### config.mk
export PLATFORM = sky130hd
export DESIGN_NAME = moravec_detector_flat
export DESIGN_NICKNAME = d
export VERILOG_FILES = /design/src/rtl/moravec_pkg.sv /design/src/rtl/moravec_if.sv /design/src/rtl/moravec_response.sv /design/src/rtl/moravec_detector.sv /design/src/flat_wrapper.sv
export SDC_FILE = /design/constraint.sdc
export NUM_CORES = 2
export LEC_CHECK = 0
export BUFFER_PORTS_ARGS = -buffer_cell sky130_fd_sc_hd__buf_2
export CAP_MARGIN = 10
export CORE_ASPECT_RATIO = 0.5
export CORE_MARGIN = 2
export CORE_UTILIZATION = 50
export CTS_CLUSTER_DIAMETER = 30
export DETAILED_ROUTE_END_ITERATION = 6
export PLACE_DENSITY = 0.65
export SYNTH_ARGS = -nofsm -noshare
export SYNTH_HDL_FRONTEND = slang
export SYNTH_SLANG_ARGS = --single-unit
### constraint.sdc
create_clock -name clk -period 13.16 [get_ports clk]
set_input_delay 1.316 -clock clk [delete_from_list [all_inputs] [get_ports clk]]
set_output_delay 1.316 -clock clk [all_outputs]
set_load 0.02 [all_outputs]
### src/rtl/moravec_pkg.sv
// Shared types and constants for the Moravec corner scan engine: FSM states,
// 3x3 window slot indices and the response width helper.
package moravec_pkg;

    typedef enum logic [2:0] {
        IDLE      = 3'd0,
        START_PIX = 3'd1,
        FETCH     = 3'd2,
        CALC      = 3'd3,
        WRITE     = 3'd4,
        DONE      = 3'd5
    } state_t;

    // Window slots in row-major order; the centre pixel sits at slot 4.
    localparam int NB_NW    = 0;
    localparam int NB_N     = 1;
    localparam int NB_NE    = 2;
    localparam int NB_W     = 3;
    localparam int NB_C     = 4;
    localparam int NB_E     = 5;
    localparam int NB_SW    = 6;
    localparam int NB_S     = 7;
    localparam int NB_SE    = 8;
    localparam int WIN_SIZE = 9;

    function automatic int resp_width(input int pw);
        return 2 * pw + 1;
    endfunction

endpackage

### src/rtl/moravec_if.sv
// Bundle between the scan engine, the source pixel RAM and the corner-map RAM.
interface moravec_if import moravec_pkg::*; #(
    parameter int AW = 7,
    parameter int PW = 8
) ();

    // start is a request taken only in IDLE (busy high means not ready, no
    // queueing); rd_data must follow rd_addr combinationally in the same
    // cycle; each write holds wr_en/wr_addr/wr_data/harris_bit for 2 cycles.
    logic          start;
    logic          busy;
    logic          done;
    logic [AW-1:0] rd_addr;
    logic [PW-1:0] rd_data;
    logic          wr_en;
    logic [AW-1:0] wr_addr;
    logic [PW-1:0] wr_data;
    logic          harris_bit;
    state_t        dbg_state;

    modport master (
        input  start,
        input  rd_data,
        output busy,
        output done,
        output rd_addr,
        output wr_en,
        output wr_addr,
        output wr_data,
        output harris_bit,
        output dbg_state
    );

    modport slave (
        output start,
        output rd_data,
        input  busy,
        input  done,
        input  rd_addr,
        input  wr_en,
        input  wr_addr,
        input  wr_data,
        input  harris_bit,
        input  dbg_state
    );

endinterface

### src/rtl/moravec_response.sv
// Combinational 3x3 Moravec response: minimum over four directions of the
// summed squared differences between opposite neighbours and the centre.
module moravec_response import moravec_pkg::*; #(
    parameter int PW = 8
) (
    input  logic [WIN_SIZE-1:0][PW-1:0] win,
    output logic [2*PW:0]               resp
);

    localparam int RW = resp_width(PW);

    function automatic logic [RW-1:0] sq_diff(input logic [PW-1:0] a, input logic [PW-1:0] ctr);
        logic signed [PW:0]     d;
        logic signed [2*PW+1:0] dx;
        logic signed [2*PW+1:0] p;
        d  = $signed({1'b0, a}) - $signed({1'b0, ctr});
        dx = {{(PW + 1){d[PW]}}, d};
        p  = dx * dx;
        // A square of a (P+1)-bit difference always fits in 2P unsigned bits.
        return {1'b0, p[2*PW-1:0]};
    endfunction

    logic [RW-1:0] e_h;
    logic [RW-1:0] e_v;
    logic [RW-1:0] e_d;
    logic [RW-1:0] e_a;
    logic [RW-1:0] min_hv;
    logic [RW-1:0] min_da;

    assign e_h = sq_diff(win[NB_W],  win[NB_C]) + sq_diff(win[NB_E],  win[NB_C]);
    assign e_v = sq_diff(win[NB_N],  win[NB_C]) + sq_diff(win[NB_S],  win[NB_C]);
    assign e_d = sq_diff(win[NB_NW], win[NB_C]) + sq_diff(win[NB_SE], win[NB_C]);
    assign e_a = sq_diff(win[NB_NE], win[NB_C]) + sq_diff(win[NB_SW], win[NB_C]);

    assign min_hv = (e_h < e_v) ? e_h : e_v;
    assign min_da = (e_d < e_a) ? e_d : e_a;
    assign resp   = (min_hv < min_da) ? min_hv : min_da;

endmodule

### src/rtl/moravec_detector.sv
// Raster scan engine: fetches each interior pixel's 3x3 window, scores it and
// writes pixel + corner bit to the corner-map RAM; border pixels write zero.
module moravec_detector import moravec_pkg::*; #(
    parameter int                    N          = 8,
    parameter int                    bitSize    = 6,
    parameter int                    pixelWidth = 8,
    parameter logic [2*pixelWidth:0] THRESH     = 17'd1000
) (
    input logic       clk,
    input logic       rst_n,
    moravec_if.master bus
);

    localparam int            AW       = bitSize + 1;
    localparam int            PW       = pixelWidth;
    localparam int            RW       = resp_width(PW);
    localparam logic [AW-1:0] SIDE     = AW'(N);
    localparam logic [AW-1:0] SIDE_M1  = AW'(N - 1);
    localparam logic [AW-1:0] LAST_PIX = AW'(N * N - 1);

    state_t                      state;
    logic [AW-1:0]               pix;
    logic [3:0]                  k;
    logic                        wr_phase;
    logic [WIN_SIZE-1:0][PW-1:0] win;
    logic [RW-1:0]               resp;

    logic          busy;
    logic          done;
    logic          wr_en;
    logic          harris_bit;
    logic [AW-1:0] rd_addr;
    logic [AW-1:0] wr_addr;
    logic [PW-1:0] wr_data;

    logic [AW-1:0] ent_pix;
    logic          ent_border;
    logic [AW-1:0] ent_rd0;

    function automatic logic is_border(input logic [AW-1:0] p);
        logic [AW-1:0] r;
        logic [AW-1:0] c;
        r = p / SIDE;
        c = p % SIDE;
        return (r == '0) || (r == SIDE_M1) || (c == '0) || (c == SIDE_M1);
    endfunction

    // Address of window slot kk around pixel p: p + (kk/3 - 1)*N + (kk%3 - 1).
    function automatic logic [AW-1:0] nb_addr(input logic [AW-1:0] p, input logic [3:0] kk);
        logic [3:0] kr;
        logic [3:0] kc;
        kr = kk / 4'd3;
        kc = kk % 4'd3;
        return p - SIDE - AW'(1) + AW'(kr) * SIDE + AW'(kc);
    endfunction

    // START_PIX costs no cycle between pixels: the next pixel is decoded here
    // and the end of WRITE jumps straight to FETCH or WRITE.
    assign ent_pix    = (state == WRITE) ? pix + AW'(1) : pix;
    assign ent_border = is_border(ent_pix);
    assign ent_rd0    = nb_addr(ent_pix, 4'd0);

    moravec_response #(.PW(PW)) u_resp (
        .win  (win),
        .resp (resp)
    );

    always_ff @(posedge clk or negedge rst_n) begin
        if (!rst_n) begin
            state      <= IDLE;
            pix        <= '0;
            k          <= '0;
            wr_phase   <= 1'b0;
            win        <= '0;
            busy       <= 1'b0;
            done       <= 1'b0;
            rd_addr    <= '0;
            wr_en      <= 1'b0;
            wr_addr    <= '0;
            wr_data    <= '0;
            harris_bit <= 1'b0;
        end else begin
            done <= 1'b0;
            case (state)
                IDLE: begin
                    if (bus.start) begin
                        state <= START_PIX;
                        busy  <= 1'b1;
                        pix   <= '0;
                    end
                end
                START_PIX: begin
                    if (ent_border) begin
                        state      <= WRITE;
                        wr_en      <= 1'b1;
                        wr_addr    <= ent_pix;
                        wr_data    <= '0;
                        harris_bit <= 1'b0;
                        wr_phase   <= 1'b0;
                    end else begin
                        state   <= FETCH;
                        k       <= '0;
                        rd_addr <= ent_rd0;
                    end
                end
                FETCH: begin
                    win[k] <= bus.rd_data;
                    if (k == 4'd8) begin
                        state   <= CALC;
                        rd_addr <= '0;
                    end else begin
                        k       <= k + 4'd1;
                        rd_addr <= nb_addr(pix, k + 4'd1);
                    end
                end
                CALC: begin
                    state      <= WRITE;
                    wr_en      <= 1'b1;
                    wr_addr    <= pix;
                    wr_data    <= win[NB_C];
                    harris_bit <= (resp > THRESH);
                    wr_phase   <= 1'b0;
                end
                WRITE: begin
                    if (!wr_phase) begin
                        wr_phase <= 1'b1;
                    end else begin
                        wr_phase   <= 1'b0;
                        wr_en      <= 1'b0;
                        wr_addr    <= '0;
                        wr_data    <= '0;
                        harris_bit <= 1'b0;
                        if (pix == LAST_PIX) begin
                            state <= DONE;
                            done  <= 1'b1;
                            busy  <= 1'b0;
                            pix   <= '0;
                        end else begin
                            pix <= ent_pix;
                            if (ent_border) begin
                                state      <= WRITE;
                                wr_en      <= 1'b1;
                                wr_addr    <= ent_pix;
                                wr_data    <= '0;
                                harris_bit <= 1'b0;
                            end else begin
                                state   <= FETCH;
                                k       <= '0;
                                rd_addr <= ent_rd0;
                            end
                        end
                    end
                end
                DONE: begin
                    state <= IDLE;
                end
                default: begin
                    state <= IDLE;
                end
            endcase
        end
    end

    assign bus.busy       = busy;
    assign bus.done       = done;
    assign bus.rd_addr    = rd_addr;
    assign bus.wr_en      = wr_en;
    assign bus.wr_addr    = wr_addr;
    assign bus.wr_data    = wr_data;
    assign bus.harris_bit = harris_bit;
    assign bus.dbg_state  = state;

endmodule

### src/flat_wrapper.sv
// flat-port wrapper written by rule: the top's interface ports become plain ports
module moravec_detector_flat import moravec_pkg::*;
#(
    parameter int                    N          = 8,
    parameter int                    bitSize    = 6,
    parameter int                    pixelWidth = 8,
    parameter logic [2*pixelWidth:0] THRESH     = 17'd1000
)
  (clk, rst_n, bus_start, bus_rd_data, bus_busy, bus_done, bus_rd_addr, bus_wr_en, bus_wr_addr, bus_wr_data, bus_harris_bit, bus_dbg_state);
  moravec_if #(.AW((7)), .PW((8))) bus_i ();
  input logic clk;
  input logic rst_n;
  input wire logic [$bits(bus_i.start)-1:0] bus_start;
  input wire logic [$bits(bus_i.rd_data)-1:0] bus_rd_data;
  output wire logic [$bits(bus_i.busy)-1:0] bus_busy;
  output wire logic [$bits(bus_i.done)-1:0] bus_done;
  output wire logic [$bits(bus_i.rd_addr)-1:0] bus_rd_addr;
  output wire logic [$bits(bus_i.wr_en)-1:0] bus_wr_en;
  output wire logic [$bits(bus_i.wr_addr)-1:0] bus_wr_addr;
  output wire logic [$bits(bus_i.wr_data)-1:0] bus_wr_data;
  output wire logic [$bits(bus_i.harris_bit)-1:0] bus_harris_bit;
  output wire logic [$bits(bus_i.dbg_state)-1:0] bus_dbg_state;
  assign bus_i.start = bus_start;
  assign bus_i.rd_data = bus_rd_data;
  assign bus_busy = bus_i.busy;
  assign bus_done = bus_i.done;
  assign bus_rd_addr = bus_i.rd_addr;
  assign bus_wr_en = bus_i.wr_en;
  assign bus_wr_addr = bus_i.wr_addr;
  assign bus_wr_data = bus_i.wr_data;
  assign bus_harris_bit = bus_i.harris_bit;
  assign bus_dbg_state = bus_i.dbg_state;
  moravec_detector #(.N(N), .bitSize(bitSize), .pixelWidth(pixelWidth), .THRESH(THRESH)) u_core (.clk(clk), .rst_n(rst_n), .bus(bus_i));
endmodule
==> results.tsv <==
metric	value	unit
Worst Setup End Kind	flip-flop	
count of final setup violators	0	
vias in the first global route	22500	
clk sinks	113	
Avg Synthesized Cell Area	9.00	um^2
crit-path leading delay family	compound AO/OA/AOI/OAI gates	
Post-CTS Setup Bufs	0	
port buffer count	39	
CP max FO	13	
reg2reg path depth	54	
Startpoint Class	flip-flop	
storage element area	2830	um^2
1st-pass router iterations	5	
# resized after CTS	0	
DP HPWL	57.3	mm
Min-Delay Path Depth	2	
post-synthesis sequential area ratio	0.0965	
TNS Setup	0	ps
WL/cell	16.3	um
# fillers	5258	
ANT nets after route	0	
GR peak layer	met2	
I/O pin cnt	40	
routability congestion estimate	0.927	
largest net degree at the start of global routing	72	
CTS H-tree lvls	4	
Max clock buf depth	2	
share of cells above drive strength 1	0.0587	
area occupied by multi-input gates	23700	um^2
GRT met1 Usage	0.334	
initial antenna violation count	3	
Remaining DRCs	0	
Levels on crit path	54	
Synth Register Bits	113	
Critical Path Max Stage Delay	790	ps
Slew Viols, Final	0	
Post-Syn Area	29300	um^2
first-pass GRT wire length	113	mm
clk slew on worst S/H paths	60	ps
Post-synth top flop	dfrtp_1	
post-synthesis to final-layout area growth	6.18	%
CP Buf/Inv Count	9	
post-route clock period utilization	0.940	
Syn Nets	4144	
Final Skew	11.3	ps
outcome	completed	
# hold bufs at CTS	0	
grt total ovfl	0	
met2 GRT Util	0.373	
HP Class	flip-flop to flip-flop	
crit-path most repeated cell	a21oi_1	
die width	346	um
Yosys top cell area share	0.283	
Cells after Synth	3257	
Distinct cells, synth	73	
Post-synth EDFFs	0	
Starting Density	0.509	
Worst EP arrival	12670	ps
Worst Tran Pin Value	1190	ps
FP Rows	62	
GR Util All Layers	0.230	
ranking of synthesized cells by area	fa_1 28%, ha_1 20%, dfrtp_1 9.6%, inv_1 8.8%, xnor2_1 6.4%	
asr flop ratio synth	1.00	
RSZ-0062 raised after global routing	false	
fin crit period	12380	ps
Slew HR	0.204	
Die Ht	175	um
DR vias	21800	
final hold violation count	0	
routed vias/inst	5.33	
Nets	4197	
Clock Tree Root	clkbuf_16	
area leader, netlist	fa_1	
max capacitance violation total	0	
Crit Path Class	flip-flop to flip-flop	
core area	57600	um^2
max frequency	80.8	MHz
Num CTS Buffers	17	
Die ar.	60700	um^2
Slowest cell on crit path	dfrtp_1	
Critical Path RT	13460	ps
met3 GRT Util	0.0319	
synth warn	0	
TritonCTS clock tree	yes	
latest clock arrival within the worst-skew pair	430	ps
initial drt markers	1296	
Routed WL	66.8	mm
## cells in the mapped netlist, types with 12 or more instances
master / number
and2_1: 68
o21a_1: 12
nand3_1: 24
o21ai_0: 110
mux2_2: 83
inv_1: 690
nor2_1: 198
dfrtp_1: 113
nor2b_1: 27
nor3_1: 21
o31ai_1: 14
fa_1: 414
ha_1: 462
nand2b_1: 51
o21bai_1: 66
mux2i_1: 12
a21o_1: 60
xor2_1: 55
xnor2_1: 213
clkbuf_1: 23
nand2_1: 247
a21oi_1: 159
## final timing paths
check / start / end / slack (ps)
setup reg to reg: u_core.win[32]$_DFFE_PN0P_ / u_core.bus.harris_bit$_DFFE_PN0P_ / 780
hold / removal: u_core.bus.wr_addr[5]$_DFFE_PN0P_ / u_core.bus.wr_addr[5]$_DFFE_PN0P_ / 480
max in group asynchronous: rst_n / u_core.win[68]$_DFFE_PN0P_ / 10880
min in group asynchronous: rst_n / u_core.bus.wr_addr[2]$_DFFE_PN0P_ / 870
hold reg to reg: u_core.bus.wr_addr[5]$_DFFE_PN0P_ / u_core.bus.wr_addr[5]$_DFFE_PN0P_ / 480
setup / recovery: u_core.win[32]$_DFFE_PN0P_ / u_core.bus.harris_bit$_DFFE_PN0P_ / 780
## cells in the final DEF, fill, tap and decap left out, drive strengths merged, types with 56 or more instances in the layout
cell / instances
o21bai: 66
buf: 65
nand2: 248
xnor2: 213
nor2: 198
ha: 462
a21oi: 159
a21o: 60
and2: 70
mux2: 84
xor2: 56
inv: 695
fa: 414
dfrtp: 113
o21ai: 111
## flip-flops by register name (all words and copies together), names as in the netlist
name                   count
u_core.bus.wr_addr         7
u_core.pix                 7
u_core.wr_phase            1
u_core.k                   4
u_core.bus.done            1
u_core.bus.wr_en           1
u_core.bus.harris_bit      1
u_core.bus.busy            1
u_core.bus.wr_data         8
u_core.bus.dbg_state       3
u_core.win                72
u_core.bus.rd_addr         7
## logic make-up after synthesis
family                     Yosys count  share of synthesized area
buffers and inverters              732                     0.0945
xor gates and xnor gates           269                     0.0806
adders and majority gates          876                      0.480
and+or+nand+nor                    675                      0.105
AOI/OAI and AO/OA                  496                      0.107
muxes                               96                     0.0365
DFF                                113                     0.0965
## stage by stage
step                utilization  hold WS (ps)  cell area (um^2)  setup slack [ps]  instances
global route              0.540           492             31100              75.8       4092
detailed placement        0.530           464             30500               994       4059
global placement          0.530           469             30500              1260       4059
floorplan                     -           479             29300              1540       3257
finish                    0.540           480             31100               784       4092
CTS                       0.540           483             31100               959       4091
## worst register-to-register path, delay by kind of cell, from the launching register on
family / cells / cell delay (ps)
xor gates and xnor gates: 2 / 510
DFF: 1 / 790
adders and majority gates: 11 / 4070
AOI/OAI and AO/OA: 24 / 4590
and+or+nand+nor: 8 / 1150
buffers and inverters: 9 / 1130
## routing by layer
layer / share of wire / vias to the layer above
met5: 0 / -
met4: 0.013 / 0
met3: 0.053 / 54
met2: 0.45 / 489
met1: 0.48 / 10800
li1: - / 10500
## area by class of cell
cell class              count  share of cell area
multi-input cells        2412               0.762
flip-flops and latches    113              0.0908
inverters                 701              0.0845
well taps                 768              0.0309
clock buffers              18              0.0141
repair buffers             65              0.0126
clock inverters            14             0.00486
diodes                      1           0.0000804
Power is left out: the tool's default activity adds up to more than one toggle a clock period on the data nets, which glitch-free logic cannot reach.
